## config.mk

```make
export PLATFORM = sky130hd
export DESIGN_NAME = mpc_config_ctrl
export DESIGN_NICKNAME = d
export VERILOG_FILES = /design/src/rtl/mpc_config_ctrl.sv
export SDC_FILE = /design/constraint.sdc
export NUM_CORES = 1
export LEC_CHECK = 0
export ABC_AREA = 1
export ABC_CLOCK_PERIOD_IN_PS = 2400
export CAP_MARGIN = 20
export CORE_ASPECT_RATIO = 1.4
export CORE_MARGIN = 2
export CORE_UTILIZATION = 35
export DETAILED_ROUTE_END_ITERATION = 10
export GPL_TIMING_DRIVEN = 0
export PLACE_DENSITY = 0.55
export SLEW_MARGIN = 20
export SYNTH_ARGS = -nofsm -noshare
export SYNTH_HDL_FRONTEND = slang
export SYNTH_SLANG_ARGS = --single-unit
```

## constraint.sdc

```tcl
create_clock -name clk -period 2.4 [get_ports clk]
set_clock_uncertainty 0.2 [all_clocks]
set_input_delay 0.48 -clock clk [delete_from_list [all_inputs] [get_ports clk]]
set_output_delay 0.48 -clock clk [all_outputs]
set_load 0.01 [all_outputs]
```

## src/rtl/mpc_config_ctrl.sv

```systemverilog
// Configuration controller for the 2x2 multi-project array: serial shadow load, commit
// validation, and a break-before-make switch of the shared configuration bus.
module mpc_config_ctrl #(
  parameter int unsigned CFG_W        = 4,
  parameter int unsigned MAX_CFG      = 3,
  parameter int unsigned RESET_CFG    = 0,
  parameter int unsigned GUARD_CYCLES = 4
) (
  input  logic             clk,
  input  logic             rst,
  input  logic             scan_en,
  input  logic             scan_din,
  output logic             scan_dout,
  input  logic             scan_commit,
  output logic [CFG_W-1:0] configuration,
  output logic             oe_gate,
  output logic             busy,
  output logic             cfg_valid,
  output logic             err_invalid,
  output logic             err_busy
);

  localparam int unsigned BitW   = $clog2(CFG_W + 1);
  localparam int unsigned GuardW = (GUARD_CYCLES > 1) ? $clog2(GUARD_CYCLES) : 1;

  localparam logic [BitW-1:0]   BitFull   = BitW'(CFG_W);
  localparam logic [GuardW-1:0] GuardLast = GuardW'(GUARD_CYCLES - 1);
  localparam logic [CFG_W-1:0]  MaxCfg    = CFG_W'(MAX_CFG);
  localparam logic [CFG_W-1:0]  ResetCfg  = CFG_W'(RESET_CFG);

  typedef enum logic [1:0] {StIdle, StGateOff, StSettle} state_e;

  state_e            state_q, state_d;
  logic [GuardW-1:0] guard_q, guard_d;
  logic [CFG_W-1:0]  shadow_q, shadow_d;
  logic [BitW-1:0]   bit_cnt_q, bit_cnt_d;
  logic [CFG_W-1:0]  target_q, target_d;
  logic [CFG_W-1:0]  cfg_q, cfg_d;
  logic              oe_gate_q, oe_gate_d;
  logic              busy_q, busy_d;
  logic              cfg_valid_q, cfg_valid_d;
  logic              err_invalid_q, err_invalid_d;
  logic              err_busy_q, err_busy_d;
  logic              idle_commit;

  assign idle_commit = scan_commit && (state_q == StIdle);

  always_comb begin
    state_d       = state_q;
    guard_d       = guard_q;
    shadow_d      = shadow_q;
    bit_cnt_d     = bit_cnt_q;
    target_d      = target_q;
    cfg_d         = cfg_q;
    cfg_valid_d   = cfg_valid_q;
    err_invalid_d = err_invalid_q;
    err_busy_d    = err_busy_q;

    // A commit in IDLE together with scan_en is rejected and suppresses the shift.
    if (scan_en && !idle_commit) begin
      shadow_d = {scan_din, shadow_q[CFG_W-1:1]};
      if (bit_cnt_q != BitFull) begin
        bit_cnt_d = bit_cnt_q + BitW'(1);
      end
    end

    unique case (state_q)
      StIdle: begin
        if (scan_commit) begin
          bit_cnt_d = '0;
          if (scan_en) begin
            err_invalid_d = 1'b1;
          end else if ((bit_cnt_q != BitFull) || (shadow_q > MaxCfg)) begin
            err_invalid_d = 1'b1;
          end else begin
            err_invalid_d = 1'b0;
            err_busy_d    = 1'b0;
            cfg_valid_d   = 1'b1;
            if (shadow_q != cfg_q) begin
              target_d = shadow_q;
              guard_d  = GuardLast;
              state_d  = StGateOff;
            end
          end
        end
      end
      StGateOff: begin
        if (scan_commit) begin
          err_busy_d = 1'b1;
        end
        if (guard_q == '0) begin
          cfg_d   = target_q;
          guard_d = GuardLast;
          state_d = StSettle;
        end else begin
          guard_d = guard_q - GuardW'(1);
        end
      end
      StSettle: begin
        if (scan_commit) begin
          err_busy_d = 1'b1;
        end
        if (guard_q == '0) begin
          state_d = StIdle;
        end else begin
          guard_d = guard_q - GuardW'(1);
        end
      end
      default: begin
        state_d = StSettle;
        guard_d = GuardLast;
      end
    endcase

    // Gate and busy are registered copies of the next state, so they toggle with the FSM.
    oe_gate_d = (state_d == StIdle);
    busy_d    = (state_d != StIdle);
  end

  always_ff @(posedge clk or posedge rst) begin
    if (rst) begin
      state_q       <= StSettle;
      guard_q       <= GuardLast;
      shadow_q      <= '0;
      bit_cnt_q     <= '0;
      target_q      <= ResetCfg;
      cfg_q         <= ResetCfg;
      oe_gate_q     <= 1'b0;
      busy_q        <= 1'b1;
      cfg_valid_q   <= 1'b0;
      err_invalid_q <= 1'b0;
      err_busy_q    <= 1'b0;
    end else begin
      state_q       <= state_d;
      guard_q       <= guard_d;
      shadow_q      <= shadow_d;
      bit_cnt_q     <= bit_cnt_d;
      target_q      <= target_d;
      cfg_q         <= cfg_d;
      oe_gate_q     <= oe_gate_d;
      busy_q        <= busy_d;
      cfg_valid_q   <= cfg_valid_d;
      err_invalid_q <= err_invalid_d;
      err_busy_q    <= err_busy_d;
    end
  end

  assign scan_dout     = shadow_q[0];
  assign configuration = cfg_q;
  assign oe_gate       = oe_gate_q;
  assign busy          = busy_q;
  assign cfg_valid     = cfg_valid_q;
  assign err_invalid   = err_invalid_q;
  assign err_busy      = err_busy_q;

endmodule
```

-- Word-level counts from Yosys, hierarchy flattened
Index checks and enable logic that the tools add are counted.
- add/subtract/negate cells: 2
- $lt $le $gt $ge: 1
- eq/ne operators: 10
- mux-type cells: 25
- bitwise operators: 2
- reductions and logical operators: 16
- operators by type and width (operator ; count):
    2-bit 2-to-1 mux ; 12
    5-bit AND reduction ; 3
    3-bit 2-to-1 mux ; 4
    2-bit one-hot mux with 3 select lines ; 2
    2-bit != test, second input constant ; 4
    2-bit zero test ; 3
    1-bit 2-to-1 mux ; 6
    4-bit by 2-bit > comparator with 1-bit output, second input constant ; 1
    2-bit by 1-bit != test with 1-bit output, second input constant ; 2
    4-bit != test ; 1
    2-bit AND reduction ; 2
    4-bit AND reduction ; 1
    2-bit nonzero test ; 2
    3-bit by 1-bit adder with 3-bit output, second input constant ; 1
    3-bit != test, second input constant ; 1
    2-bit by 1-bit == test with 1-bit output, second input constant ; 1
    2-bit == test, second input constant ; 1
    1-bit logical AND ; 2
    1-bit inverter ; 2
    1-bit one-hot mux with 2 select lines ; 1
    2-bit OR reduction ; 1
    2-bit by 1-bit subtractor with 2-bit output, second input constant ; 1
    1-bit zero test ; 1
    1-bit logical OR ; 1
- register bits: 24
- input port bits: 5
- output and inout bits: 10
- word-level logic and storage cells: 67

-- Logic depth before layout (Yosys ltp)
- depth after elaboration: 7
- gate-level depth with buffers: 10
- mapped depth without buffers: 10

-- Least setup slack after synthesis
OpenSTA, ideal clock, no wires.
- path type: register -> register
- start point: reg state_q[1]
- end point: reg bit_cnt_q[1]
- library setup time: 123 ps
- arrival: 1461 ps
- required time: 2077 ps
- path slack: 616 ps
- stages on the path, launching flop included: 10
- buffers on the path: 1
- clock period less this slack: 1784 ps
- cells stage by stage: dfstp_2 -> inv_1 -> ha_1 -> buf_6 -> nand2_4 -> inv_2 -> nor2_4 -> nand2_4 -> o21ai_0 -> a21oi_1
- word-level cells in the longest chain between the ends: 7
- RTL lines (what ; line ; text):
    start: declaration ; 33 ; state_e state_q, state_d;
    start signal: assignment ; 122 ; state_q <= StSettle;
    start signal: assignment ; 134 ; state_q <= state_d;
    2-bit zero test (*) ; 46, 67 ;
    1-bit logical AND ; 46 ; assign idle_commit = scan_commit && (state_q == StIdle);
    1-bit zero test ; 60 ; if (scan_en && !idle_commit) begin
    1-bit logical AND ; 60 ;
    3-bit 2-to-1 mux ; 60 ;
    3-bit 2-to-1 mux ; 69 ; if (scan_commit) begin
    3-bit 2-to-1 mux (*) ; 67 ; unique case (state_q)
    net bit_cnt_d[1] ; 36 ; logic [BitW-1:0] bit_cnt_q, bit_cnt_d;
    end signal: assignment ; 137 ; bit_cnt_q <= bit_cnt_d;
    end: declaration ; 36 ;
The timed path passes the listed nets; every way through them passes the cells marked *.
A chain may end at the register's enable or synchronous reset.

-- Worst setup path after layout
- start point: reg busy_q, in the netlist busy
- end point: out busy
- RTL lines (what ; line ; text):
    start: declaration ; 40 ; logic busy_q, busy_d;
    start signal: assignment ; 141 ; busy_q <= busy_d;
    end: declaration ; 17 ; output logic busy,
No word-level cell between the ends.

==> results.md <==
- Setup tns final: 0 ns
- Most frequent cells in the layout: nand2_1 (39), inv_1 (20), dfrtp_1 (20), clkdlybuf4s50_1 (14), nor2_1 (13)
- Psw: 0.783 mW
- Ant. Diodes: 0
- RSZ-0062 raised after global routing: false
- Critical Path Fanout Max: 1
- Adder-cell share of the synthesized area: 0.0696
- Largest family of logic cells by synthesized area: simple AND/OR/NAND/NOR gates
- Crit path DAT: 1.31 ns
- Clock Latency Late Sink: 0.27 ns
- DP HPWL: 1750 um
- CP max-delay cell: dfstp_2
- Synth Area in XOR/XNOR: 0.00696
- DRC: 0
- Antenna violation net count after detailed routing: 0
- Library cells used by synthesis: 28
- Finished Cell Area: 1520 um^2
- Die ar.: 4100 um^2
- Post-CTS Setup Bufs: 0
- VDD IR max: 0.638 mV
- WL per Instance: 11.1 um
- Routed vias/inst: 4.71
- Compound-Gate Fraction of Synth Area: 0.102
- Vias in the first global route: 1023
- Hold Fails Final Rpt: 0
- H-tree levels: 1
- Ys Warns: 0
- Post-Syn Area: 1260 um^2
- First-pass GRT wire length: 4310 um
- Placement Rows: 25
- Clk pin slew, worst setup/hold paths: 0.08 ns
- Rel. slew slack: 0.387
- Synth area leaders: dfrtp_1 (40%), nand2_1 (12%), dfstp_2 (8.3%), ha_1 (7.0%), inv_1 (6.0%)
- Critical-path cell list: clkdlybuf4s50_1
- Post-synthesis mux area share: 0
- Number of port buffers: 14
- WS Path Type: flop to output pin
- Switching share of power: 0.388
- Pwr/cell area: 1330 nW/um^2
- Synth Register Bits: 24
- Fill cells: 341
- Final setup fails: 0
- Req. time, crit path: 1.72 ns
- Area of the multi-input gates: 547 um^2
- CTS max path bufs: 2
- DRT Pass-1 Iters: 4
- Initial antenna violation count: 0
- Synth Area in Simple Gates: 0.255
- Leakage: 0.762 nW
- Worst path bufs/invs: 1
- CTS tree: done
- Core Region: 3410 um^2
- RePlAce Congestion: 0.739
- GR Util All Layers: 0.145
- Share of layout cells above drive strength 1: 0.156
- Post-Syn Instances: 149
- Clk pwr share: 0.177
- Internal: 1.24 mW
- MaxCap Viol Count: 0
- Sequential share of power: 0.358
- Status: finished clean
- Hold Crit Class: flop to flop
- Cts hold-fix bufs: 0
- Post-CTS Resized: 0
- Area after DPL: 1450 um^2
- Fin nets: 180
- Max Transition Viols Final: 0
- Final WL: 2290 um
- Slew @ Worst Pin: 0.919 ns
- Vert. Die Dim: 75.0 um
- Syn_nets: 161
- Fin Hold WS: 0.266 ns
- Die X-Extent: 54.7 um
- Mapped Avg Cell Area: 8.45 um^2
- GR Overflow Total: 0
- Cts bufs inserted: 3
- # clock sinks: 24
- Sequential cell area: 606 um^2
- Yosys top cell by area: dfrtp_1
- CP startpoint kind: flop
- Crit path time final: 1.99 ns
- Leading cell type in the layout, fill and taps excluded: nand2_1
- Post-synthesis sequential area ratio: 0.481
- Root buffer cell: clkbuf_8
- Ports: 15
- Largest net degree at the start of global routing: 25
- Initial drt markers: 20
- Largest delay contributor family on the critical path: flip-flops
- Synth-to-Final Area Change: 20.8%
- CP Capture Type: output pin
- Starting Density: 0.369
- Vias: 976
- Fmax: 503 MHz
- Logic pwr share: 0.464
- Period utilization: 0.829
- Share of the synthesized area in the top cell type: 0.398
- Design Power: 2.02 mW
- CP max stage delay: 0.52 ns
cell usage after synthesis:
cell,count
a21boi_1,1
a21oi_1,6
a21oi_2,1
buf_6,1
clkinv_2,1
dfrtp_1,20
dfstp_2,4
ha_1,7
inv_1,20
inv_2,4
nand2_1,39
nand2_2,4
nand2_4,2
nand3_1,5
nor2_1,13
nor2_2,1
nor2_4,1
nor3_4,1
nor3b_1,1
nor4_1,1
o2111ai_1,1
o211ai_1,1
o21ai_0,9
o21ai_1,1
o21ai_2,1
o21bai_1,1
or2_2,1
xnor2_1,1
worst paths after layout:
| kind | startpoint | end | slack [ns] | depth (start not counted) |
|---|---|---|---|---|
| min in group asynchronous | rst | target_q[3]$_DFFE_PP0P_ | 0.50 | 2 |
| max in group asynchronous | rst | state_q[0]$_DFF_PP0_ | 0.93 | 2 |
| worst max-delay path | busy$_DFF_PP1_ | busy | 0.41 | 1 |
| worst max register to register | state_q[1]$_DFF_PP1_ | bit_cnt_q[1]$_DFF_PP0_ | 0.47 | 9 |
| worst min-delay path | guard_q[1]$_DFFE_PP1P_ | guard_q[1]$_DFFE_PP1P_ | 0.27 | 2 |
| worst min register to register | guard_q[1]$_DFFE_PP1P_ | guard_q[1]$_DFFE_PP1P_ | 0.27 | 2 |
cell families (layout without fill, tap and decap cells):
group	count (synthesis)	in the layout
simple gates	69	69
buf+inv	26	44
flops	24	24
compound gates	22	22
fa+ha+maj	7	7
xor+xnor	1	1
area by class of cell:
cell class / instances / share of cell area
inverters: 25 / 0.0626
clock buffers: 3 / 0.0272
plain buffers: 1 / 0.00741
flip-flops and latches: 24 / 0.398
clock inverters: 1 / 0.0198
repair buffers: 14 / 0.0922
well taps: 40 / 0.0329
multi-input cells: 99 / 0.360
power groups by stage:
stage	combinational (mW)	sequential (mW)	clock, mW
finish	0.938	0.723	0.358
global route	1.09	0.755	0.382
CTS	0.954	0.727	0.365
detailed placement	0.949	0.732	0
global placement	0.923	0.729	0
floorplan	0.642	0.744	0
flip-flops by register name (all words and copies together) (netlist names), 2 cells and up:
register       flops
state_q            2
target_q           4
bit_cnt_q          3
shadow_q           4
configuration      4
guard_q            2
metal layers:
metal  up-vias  track usage  part of all wire
met5         -            0                 0
met4         0       0.0722             0.018
met3         4       0.0238             0.023
met2        12        0.226              0.48
met1       460        0.191              0.48
li1        500            -                 -
per-stage QoR:
| step | util | setup slack (ns) | std cells |
|---|---|---|---|
| global route | 0.446 | 0.326 | 207 |
| finish | 0.446 | 0.410 | 207 |
| global placement | 0.425 | 0.363 | 203 |
| detailed placement | 0.425 | 0.355 | 203 |
| floorplan | - | 0.616 | 149 |
| CTS | 0.446 | 0.399 | 207 |
(Power assumes the default switching activity.)
